File: config.mk
export PLATFORM = sky130hd
export DESIGN_NAME = alu_op_sequencer
export DESIGN_NICKNAME = d
export VERILOG_FILES = /design/src/rtl/alu_op_sequencer.sv
export SDC_FILE = /design/constraint.sdc
export NUM_CORES = 1
export LEC_CHECK = 0
export ABC_AREA = 1
export CAP_MARGIN = 20
export CORE_AREA = 3 3 125 79
export DETAILED_ROUTE_END_ITERATION = 10
export DIE_AREA = 0 0 128 82
export GPL_TIMING_DRIVEN = 0
export PLACE_DENSITY_LB_ADDON = 0.12
export SKIP_CTS_REPAIR_TIMING = 1
export SLEW_MARGIN = 20
export SYNTH_ARGS = -nofsm -noshare
export SYNTH_HDL_FRONTEND = slang
export SYNTH_SLANG_ARGS = --single-unit
File: constraint.sdc
create_clock -name clk -period 1.6 [get_ports clk]
set_input_delay 0.4 -clock clk [delete_from_list [all_inputs] [get_ports clk]]
set_output_delay 0.4 -clock clk [all_outputs]
set_load 0.01 [all_outputs]
File: src/rtl/alu_op_sequencer.sv
// ============================================================================
// alu_op_sequencer: multi-cycle decode/settle/capture controller for the ALU
// datapath. Optional perf counters enabled by `define ALU_SEQ_PERF_EN.
// Revision: 1.0
// ============================================================================
`default_nettype none

module alu_op_sequencer #(
  parameter int SETTLE_CYCLES = 1
) (
  input  logic        clk,
  input  logic        rst_n,
  input  logic        instr_valid,
  output logic        instr_ready,
  input  logic [31:0] instr,
  output logic [4:0]  dp_rs_number,
  output logic [4:0]  dp_rt_number,
  output logic [15:0] dp_imm_16,
  output logic        dp_alusrc,
  output logic [3:0]  dp_alucontrol,
  input  logic [31:0] dp_alu_result,
  input  logic        dp_zero,
  input  logic        dp_ovfl,
  output logic        res_valid,
  input  logic        res_ready,
  output logic [31:0] res_data,
  output logic        res_zero,
  output logic        res_ovfl,
  output logic        res_illegal
`ifdef ALU_SEQ_PERF_EN
  ,
  output logic [31:0] perf_instr_cnt,
  output logic [15:0] perf_ovfl_cnt,
  output logic [15:0] perf_illegal_cnt
`endif
);

  localparam logic [3:0] CTL_AND  = 4'b0000;
  localparam logic [3:0] CTL_OR   = 4'b0001;
  localparam logic [3:0] CTL_ADD  = 4'b0010;
  localparam logic [3:0] CTL_SUB  = 4'b0110;
  localparam logic [3:0] CTL_SLT  = 4'b0111;
  localparam logic [3:0] CTL_NOR  = 4'b1100;
  localparam logic [3:0] CNT_INIT = 4'(SETTLE_CYCLES - 1);

  typedef enum logic [1:0] {
    IDLE = 2'd0,
    EXEC = 2'd1,
    DONE = 2'd2
  } state_t;

  state_t      state_q, state_d;
  logic [3:0]  cnt_q, cnt_d;
  logic [4:0]  rs_q, rs_d;
  logic [4:0]  rt_q, rt_d;
  logic [15:0] imm_q, imm_d;
  logic        alusrc_q, alusrc_d;
  logic [3:0]  ctl_q, ctl_d;
  logic [31:0] res_data_q, res_data_d;
  logic        res_zero_q, res_zero_d;
  logic        res_ovfl_q, res_ovfl_d;
  logic        res_illegal_q, res_illegal_d;

  logic        dec_legal;
  logic        dec_alusrc;
  logic [3:0]  dec_ctl;

  always_comb begin
    dec_legal  = 1'b1;
    dec_alusrc = 1'b1;
    dec_ctl    = CTL_AND;
    case (instr[31:26])
      6'h00: begin
        dec_alusrc = 1'b0;
        case (instr[5:0])
          6'h20:   dec_ctl = CTL_ADD;
          6'h22:   dec_ctl = CTL_SUB;
          6'h24:   dec_ctl = CTL_AND;
          6'h25:   dec_ctl = CTL_OR;
          6'h27:   dec_ctl = CTL_NOR;
          6'h2A:   dec_ctl = CTL_SLT;
          default: dec_legal = 1'b0;
        endcase
      end
      6'h08, 6'h23, 6'h2B: dec_ctl = CTL_ADD;
      6'h0A:               dec_ctl = CTL_SLT;
      default:             dec_legal = 1'b0;
    endcase
  end

  always_comb begin
    state_d       = state_q;
    cnt_d         = cnt_q;
    rs_d          = rs_q;
    rt_d          = rt_q;
    imm_d         = imm_q;
    alusrc_d      = alusrc_q;
    ctl_d         = ctl_q;
    res_data_d    = res_data_q;
    res_zero_d    = res_zero_q;
    res_ovfl_d    = res_ovfl_q;
    res_illegal_d = res_illegal_q;
    case (state_q)
      IDLE: begin
        if (instr_valid) begin
          if (dec_legal) begin
            rs_d     = instr[25:21];
            rt_d     = instr[20:16];
            imm_d    = instr[15:0];
            alusrc_d = dec_alusrc;
            ctl_d    = dec_ctl;
            cnt_d    = CNT_INIT;
            state_d  = EXEC;
          end else begin
            // Illegal words skip the datapath, leaving dp_* at the last legal decode.
            res_data_d    = 32'd0;
            res_zero_d    = 1'b0;
            res_ovfl_d    = 1'b0;
            res_illegal_d = 1'b1;
            state_d       = DONE;
          end
        end
      end
      EXEC: begin
        if (cnt_q == 4'd0) begin
          res_data_d    = dp_alu_result;
          res_zero_d    = dp_zero;
          res_ovfl_d    = dp_ovfl;
          res_illegal_d = 1'b0;
          state_d       = DONE;
        end else begin
          cnt_d = cnt_q - 4'd1;
        end
      end
      DONE: begin
        if (res_ready) begin
          state_d = IDLE;
        end
      end
      default: state_d = IDLE;
    endcase
  end

  always_ff @(posedge clk or negedge rst_n) begin
    if (!rst_n) begin
      state_q       <= IDLE;
      cnt_q         <= 4'd0;
      rs_q          <= 5'd0;
      rt_q          <= 5'd0;
      imm_q         <= 16'd0;
      alusrc_q      <= 1'b0;
      ctl_q         <= 4'd0;
      res_data_q    <= 32'd0;
      res_zero_q    <= 1'b0;
      res_ovfl_q    <= 1'b0;
      res_illegal_q <= 1'b0;
    end else begin
      state_q       <= state_d;
      cnt_q         <= cnt_d;
      rs_q          <= rs_d;
      rt_q          <= rt_d;
      imm_q         <= imm_d;
      alusrc_q      <= alusrc_d;
      ctl_q         <= ctl_d;
      res_data_q    <= res_data_d;
      res_zero_q    <= res_zero_d;
      res_ovfl_q    <= res_ovfl_d;
      res_illegal_q <= res_illegal_d;
    end
  end

  assign instr_ready   = (state_q == IDLE);
  assign res_valid     = (state_q == DONE);
  assign dp_rs_number  = rs_q;
  assign dp_rt_number  = rt_q;
  assign dp_imm_16     = imm_q;
  assign dp_alusrc     = alusrc_q;
  assign dp_alucontrol = ctl_q;
  assign res_data      = res_data_q;
  assign res_zero      = res_zero_q;
  assign res_ovfl      = res_ovfl_q;
  assign res_illegal   = res_illegal_q;

`ifdef ALU_SEQ_PERF_EN
  logic [31:0] perf_instr_q, perf_instr_d;
  logic [15:0] perf_ovfl_q, perf_ovfl_d;
  logic [15:0] perf_illegal_q, perf_illegal_d;
  logic        retire;

  assign retire = (state_q == DONE) && res_ready;

  always_comb begin
    perf_instr_d   = perf_instr_q;
    perf_ovfl_d    = perf_ovfl_q;
    perf_illegal_d = perf_illegal_q;
    if (retire) begin
      perf_instr_d = perf_instr_q + 32'd1;
      if (res_ovfl_q) begin
        perf_ovfl_d = perf_ovfl_q + 16'd1;
      end
      if (res_illegal_q) begin
        perf_illegal_d = perf_illegal_q + 16'd1;
      end
    end
  end

  always_ff @(posedge clk or negedge rst_n) begin
    if (!rst_n) begin
      perf_instr_q   <= 32'd0;
      perf_ovfl_q    <= 16'd0;
      perf_illegal_q <= 16'd0;
    end else begin
      perf_instr_q   <= perf_instr_d;
      perf_ovfl_q    <= perf_ovfl_d;
      perf_illegal_q <= perf_illegal_d;
    end
  end

  assign perf_instr_cnt   = perf_instr_q;
  assign perf_ovfl_cnt    = perf_ovfl_q;
  assign perf_illegal_cnt = perf_illegal_q;
`endif

endmodule

`default_nettype wire
======== Word-level counts from Yosys, hierarchy flattened ========
Index checks and enable logic that the tools add are counted.
storage, ports and cells
  flip-flop bits (word level) ............. 72
  input port bits ......................... 70
  logic and storage cells ................. 69
cells by class
  $add $sub $neg .......................... 1
  equal/unequal tests ..................... 18
  mux-type cells .......................... 28
  reduce and logical (&&, ||, !) cells .... 11
operators with widths
  operator             number
  $mux 32              3
  $pmux 32 s2          1
  $eq 6x6->1 const B   8
  $pmux 4 s5           1
  $eq 6x4->1 const B   2
  $mux 4               3
  $pmux 4 s3           1
  $mux 1               9
  $mux 2               4
  $ne 2x2->1 const B   4
  $pmux 1 s2           4
  $pmux 4 s2           1
  $reduce_and 4->1     2
  $logic_not 6->1      1
  $pmux 2 s3           1
  $reduce_and 3->1     2
  $reduce_or 6->1      1
  $logic_not 4->1      1
  $ne 2x1->1 const B   2
  $reduce_or 4->1      1
  $sub 4x1->4 const B  1
  $reduce_or 3->1      1
  $eq 2x1->1 const B   1
  $eq 2x2->1 const B   1
  2 further kinds      2

======== Longest topological paths before layout ========
  word-level depth ........................ 7
  mapped depth ............................ 11
  gate-level depth less buffers ........... 10

======== Worst setup path after synthesis ========
Ideal clock, no wire load.
  path kind ............................... input -> register
  start point ............................. input instr[28]
  end point ............................... register imm_q[13] (netlist: dp_imm_16[13])
  arrival time ............................ 1.376 ns
  data required time ...................... 1.484 ns
  stages .................................. 9
  path slack .............................. 0.107 ns
  library setup time ...................... 0.116 ns
  path buffers ............................ 2
  cell sequence ........................... or2_1 nor2_4 nand2_1 nand3_2 nand2_2 buf_6 buf_6 nand2_1 nand2_1
on the way
  longest elaborated chain between the ends .. 4
ends and longest elaborated chain
  element                                          RTL line  text
  from (decl)                                      15        input logic [31:0] instr,
  $eq 6x4->1 / $eq 6x6->1 (equally long branches)  72        case (instr[31:26])
  $reduce_or 4->1 (no line)                        n/a
  $pmux 1 s2 *                                     72
  $reduce_and 3->1 (no line) *                     n/a
  to (signal assigned)                             162       imm_q <= imm_d;
  to (decl)                                        56        logic [15:0] imm_q, imm_d;
Every way passes the cells marked *; elsewhere a longest branch is shown, timed or not.
A chain may end at the register's enable or synchronous reset.

======== Final worst setup path ========
  start point ............................. register state_q[1]
  end point ............................... output instr_ready
on the way
  longest elaborated chain between the ends .. 1
ends and longest elaborated chain
  element                 RTL line  text
  from (decl)             52        state_t state_q, state_d;
  from (signal assigned)  158       state_q <= state_d;
  $logic_not 2->1         172       assign instr_ready = (state_q == IDLE);
  to (decl)               14        output logic instr_ready,
Every way passes these cells.

==> impl_metrics.py <==
metrics = {
    "run_status": {
        "outcome": "completed",
    },
    "timing": {
        "clock_skew_ps": 3.46,
        "slew_headroom": 0.671,
        "period_needed_ps": 1520,
        "setup_viol": 0,
        "min_period_over_period": 0.951,
        "hold_viol_final": 0,
        "worstMarginPinSlew_ps": 494,
        "fmaxAchievable_ghz": 0.657,
        "grt_setup_unrepaired": "false",
        "finalMaxSlewViolations": 0,
    },
    "yosys": {
        "synthDistinctLibCells": 25,
        "synth_area_leaders": "dfrtp_1, nand2_1, buf_6",
        "synth_edf_count": 0,
        "synthArstFlopShare": 1.00,
        "ys_warn_count": 0,
        "syn_nets": 425,
        "syn-cell-area_mm2": 0.00304,
        "yosysSeqAreaShare": 0.593,
        "synth.largest_area_cell": "dfrtp_1",
        "synth.top_cell.area_share": 0.593,
        "syn_avg_cell_area_um2": 8.60,
        "ys_ff_latch": 72,
        "synthCells": 353,
        "synth_ff_type": "dfrtp_1",
    },
    "detailed_routing": {
        "totalWireLength_mm": 8.49,
        "drtIter0Drc": 140,
        "first_pass_iters": 4,
        "vias": 2787,
        "viasPerCell": 4.42,
        "ant_nets": 0,
        "wl_per_cell_um": 13.5,
        "drc_errors": 0,
    },
    "clock_network": {
        "htreeDepth": 3,
        "cts_buffers": 9,
        "ctsRootBufferMaster": "clkbuf_16",
        "cts_tree": "yes",
        "cts_sinks": 72,
        "cts_buffer_depth": 2,
        "clk_pin_slew_ps": 50,
        "clk-insertion-delay-late_ps": 330,
    },
    "worst_setup_path": {
        "end_kind": "output port",
        "critPathArrivalTime_ps": 1120,
        "path_max_fanout": 5,
        "r2r-end": "res_data[17]",
        "worstSetupPathType": "reg2out",
        "cp.required_ps": 1200,
        "rr_worst_depth": 7,
        "r2r-start": "cnt_q[0]",
        "rrSetupSlack_ps": 110,
        "start_kind": "register",
    },
    "layout": {
        "final-seq-area_mm2": 0.00180,
        "syn2layout_area_growth_pct": 72.5,
        "nNetsFinal": 582,
        "n_fill_cell": 782,
        "drive_gt1_frac": 0.111,
        "diodes": 0,
        "post-route-util": 0.587,
        "multi_input_comb_area_mm2": 0.00114,
        "fin_area_mm2": 0.00524,
    },
    "global_routing": {
        "grt_pass1_wl_mm": 13.0,
        "overflow": 0,
        "grt_pass1_vias": 2560,
        "grt_max_degree": 38,
        "antenna_found_initial": 0,
        "track_usage": 0.158,
    },
    "die": {
        "start_util": 0.340,
        "core_mm2": 0.00892,
        "die_height_um": 82,
        "rows": 27,
        "chipWidth_um": 128,
        "dieArea_mm2": 0.0105,
        "ios": 138,
    },
    "placement": {
        "placed_area_mm2": 0.00457,
        "finalWeightedCongestion": 0.845,
        "port_buffers": 137,
        "dp_hpwl_mm": 6.06,
    },
    "run": {
        "maxCapViolations": 0,
    },
    "worst_hold_path": {
        "min_path_type": "in2async",
    },
    "pwr": {
        "power_mw": 5.85,
        "total_leakage_power_nw": 3.70,
        "peakVddDrop_mv": 0.627,
        "power_density_mw_per_mm2": 1120,
    },
}
-- metal layers --
metal | vias up | part of all wire | GRT usage
li1 | 1401 | - | -
met1 | 1267 | 0.45 | 0.218
met2 | 107 | 0.43 | 0.219
met3 | 12 | 0.11 | 0.0786
met4 | 0 | 0.013 | 0.0445
met5 | - | 0 | 0
-- registers in the layout, indices dropped and copies added (netlist names) --
signal         cells
res_illegal        1
dp_rt_number       5
cnt_q              4
res_data          32
dp_alucontrol      4
dp_rs_number       5
res_zero           1
res_ovfl           1
dp_alusrc          1
dp_imm_16         16
state_q            2
-- per-stage QoR --
stage	std cells	TNS [ps]	hold WS, ps	setup WS [ps]
floorplan	353	0	104	107
global placement	606	-214840	453	-2530
detailed placement	607	-33400	402	-536
CTS	623	-11430	45.0	-354
global route	631	0	66.2	5.41
finish	631	0	39.4	77.8
-- Yosys cell counts (2+ instances only) --
| library cell | number |
|---|---|
| nor2_1 | 10 |
| o21ai_0 | 12 |
| nand2_2 | 2 |
| ha_1 | 2 |
| a21oi_1 | 3 |
| inv_1 | 17 |
| nand3_1 | 8 |
| buf_6 | 7 |
| nor3_1 | 2 |
| dfrtp_1 | 72 |
| nand4_1 | 3 |
| buf_2 | 5 |
| nor2_2 | 3 |
| nand2_1 | 196 |
-- layout by cell type, fill, tap and decap left out, drive strengths merged --
master,count
nand4,3
nor4,1
nand3b,1
ha,2
a31oi,1
o21ai,12
dlymetal6s2s,79
clkinv,3
inv,18
dfrtp,72
xnor2,1
nand3,10
buf,20
clkbuf,15
clkdlybuf4s50,56
o2111ai,1
or2,1
nor2,14
nand2,198
a21boi,1
a21oi,3
bufinv,1
nor3,2
-- worst max path at each step --
stage | slack [ps] | endpoint | startpoint
2_1_floorplan | 110 | dp_imm_16[13] | instr[28]
3_3_place_gp | -2530 | dp_imm_16[9] | rst_n
3_5_place_dp | -540 | dp_rt_number[2] | instr[4]
4_1_cts | -350 | instr_ready | state_q[1]
5_1_grt | 5 | res_data[27] | cnt_q[0]
6_report | 80 | instr_ready | state_q[1]
-- cell type report --
class	instances	share of cell area
buffer	12	0.0234
clock buffer	12	0.0452
clock inverter	4	0.00860
inverter	18	0.0134
multi-input combinational	251	0.218
sequential	72	0.344
tap	116	0.0277
timing repair buffer	146	0.320
-- cells by family (layout without fill, tap and decap cells) --
| logic type | after synthesis | in the layout | synth area share |
|---|---|---|---|
| AOI/OAI and AO/OA | 18 | 18 | 0.0321 |
| buffers and inverters | 30 | 192 | 0.0564 |
| adders and majority gates | 2 | 2 | 0.00824 |
| DFF | 72 | 72 | 0.593 |
| and+or+nand+nor | 230 | 230 | 0.307 |
| xor gates and xnor gates | 1 | 1 | 0.00288 |
-- worst max-delay path, stage by stage (launching register included) --
cell            delay (ps)
dfrtp_1                430
nor2_2                 160
dlymetal6s2s_1         200
-- report_power, final --
group	internal, mW	switching, mW
clock network	1.20	0.714
registers	2.15	0.186
logic	0.857	0.746
No activity file was read; power rests on OpenSTA's default activity.
==> edit, RTL diff (config.mk and constraints unchanged) <==
Encoding of `state_t`: now one-hot (3 bits for 3 states).
--- a/src/rtl/alu_op_sequencer.sv
+++ b/src/rtl/alu_op_sequencer.sv
@@ -43,10 +43,10 @@
   localparam logic [3:0] CTL_NOR  = 4'b1100;
   localparam logic [3:0] CNT_INIT = 4'(SETTLE_CYCLES - 1);
 
-  typedef enum logic [1:0] {
-    IDLE = 2'd0,
-    EXEC = 2'd1,
-    DONE = 2'd2
+  typedef enum logic [2:0] {
+    IDLE = 3'b001,
+    EXEC = 3'b010,
+    DONE = 3'b100
   } state_t;
 
   state_t      state_q, state_d;
Formal check against the unedited RTL: no difference found for any inputs over 4 cycles, from zero or initial values and one cycle with rst_n low; so few cycles prove little.
==> edit against the unedited design <==
The flow now finishes with violations (negative setup slack). Synthesized area up 1.3%. Worst setup slack worse by 0.15 ns. Die area unchanged. Cell area up 6.1%. Fmax down 8.7%. Sequential cell count up 1. Wire length up 6.1%. Critical path type is now reg2reg.
Power is not compared: it rests on default switching activity, and its combinational part moved more than twofold at a synthesized area within 25%.
==> edit: results (changes against the unedited design) <==
* outcome: finished with violations
* failing checks: negative setup slack
* pin slew with the least headroom to its limit: 0.2990 ns, -0.1950 ns
* fraction of the mapped netlist area in compound gates: 2.399%, -0.81 points
* first element of the critical path: state_q[1]$_DFFE_PN0P_
* count of multi-input combinational gates: 259, +3.2%
* buffers outside the clock class: 181, +15%
* number of nets produced by synthesis: 437, +2.8%
* Placed Cells incl. Taps: 619, +2.0%
* worst setup slack after layout: -0.06793 ns, -0.1458 ns
* fraction of synthesized cell area in xor and xnor cells: 0.5693%, +0.28 points
* Final clock-cell share: 5.492%, +0.12 points
* depth of the worst hold-timing path: 3
* number of global-route vias before repair: 2,618, +2.3%
* post-synthesis cell type count: 25, unchanged
* clock slew at reported path FFs: 0.06 ns
* CP endpoint: res_data[23]$_DFFE_PN0P_
* number of DRC violations after detailed-routing iteration 0: 158, +13%
* Filler Cells Inserted: 772, -1.3%
* multi-input logic area: 1239 sq um, +8.7%
* fraction of final layout cells sized beyond drive strength 1: 19.27%, +8.2 points
* DP Wirelength: 6004 um, -0.92%
* total via count after detailed routing: 2,951, +5.9%
* CTS buffer count: 9, unchanged
* final sequential cell count: 73, +1.4%
* placer's final routability congestion estimate: 0.7577, -10%
* maximum level of the CTS H-tree: 3, unchanged
* DR vias/cell: 4.431, +0.32%
* Setup violations, final: 35, +35
* switching power: 0.003445 W
* DR pass1 iterations: 4, unchanged
* global-route wire length before repair: 13,030 um, +0.53%
* clk_buf instances: 10, -2
* Area contributors post-synth: dfrtp_1 59%, nand2_1 25%, inv_1 2.4%
* WHS: 0.3870 ns, +0.3476 ns
* pin count of the biggest net entering global routing: 55, +45%
* register share of the cell area: 32.88%, -1.5 points
* non-clock buffer area fraction after layout: 35.27%, +0.92 points
* final count of pins violating max slew: 0, unchanged
* clk_skew: 0.005196 ns, +0.001733 ns
* count of inverters other than clock inverters in the layout: 21, +3
* instance count of the mapped netlist: 365, +3.4%
* most frequent cells after synthesis: 203 x nand2_1, 72 x dfrtp_1, 20 x inv_1
* Avg WL per Cell: 13.53 um, +0.50%
* largest fanout on the critical path: 6, +1
* r2r worst-path depth: 12, +5
* proportion of synthesized chip area in sequential cells: 59.41%, +0.082 points
* fraction of the mapped netlist area in adder cells: 0.8133%, -0.011 points
* Total Neg Setup Slack: -1.673 ns, -1.673 ns
* proportion of synthesized area in mux cells: 0%, unchanged
* worst hold-check path type: in2reg
* Syn. warnings: 0, unchanged
* GRT Util Overall: 15.91%, +0.089 points
edit: cell types whose count changed in the layout (fill, tap and decap cells not counted), moves of 4 or more:
cell	delta
nand2_2	+7
inv_2	+5
buf_4	+17
dlymetal6s2s_1	-4
nand2_4	+4
edit: worst max-delay path, cell delays in order (launching register included):
cell,delay (ns)
dfrtp_1,0.36
inv_2,0.06
nor2_2,0.11
nand2_2,0.09
buf_6,0.13
nand2_2,0.07
o21ai_4,0.08
nor2_4,0.18
nand2_8,0.08
buf_6,0.14
clkbuf_16,0.15
nand2_1,0.05
nand2_1,0.05
edit: logic make-up after synthesis:
kind of cell	Yosys count
AO/OA/AOI/OAI	14
flip-flops	73
XOR/XNOR	2
adder cells (fa/ha/maj)	2
buffers and inverters	33
AND/OR/NAND/NOR	241
edit: power by group through the flow:
stage / combinational (W) / clock [W] / sequential, W
floorplan: 0.00133 / 0 / 0.00354
global placement: 0.00385 / 0 / 0.00316
detailed placement: 0.00391 / 0 / 0.00319
CTS: 0.00392 / 0.00209 / 0.00318
global route: 0.00517 / 0.00217 / 0.00329
finish: 0.00475 / 0.00203 / 0.00317
edit: layer usage:
layer	GRT usage, %	wire, um	vias up
met5	0	0	-
met3	4.873	536	7
met2	23.28	3972	83
li1	-	-	1483
met4	5.720	78	0
met1	22.34	4423	1378
edit: metrics by stage:
stage                     power [W]  utilization, %  worst slack, ns  cell area, sq um
after global placement     0.007013           51.50           -2.521              4593
final                      0.009945           62.33         -0.06793              5559
after global routing        0.01064           62.33          -0.1686              5559
after detailed placement   0.007102           51.78          -0.5987              4618
after CTS                  0.009193           55.20          -0.5245              4923
after floorplan            0.004866               -           0.1017              3077
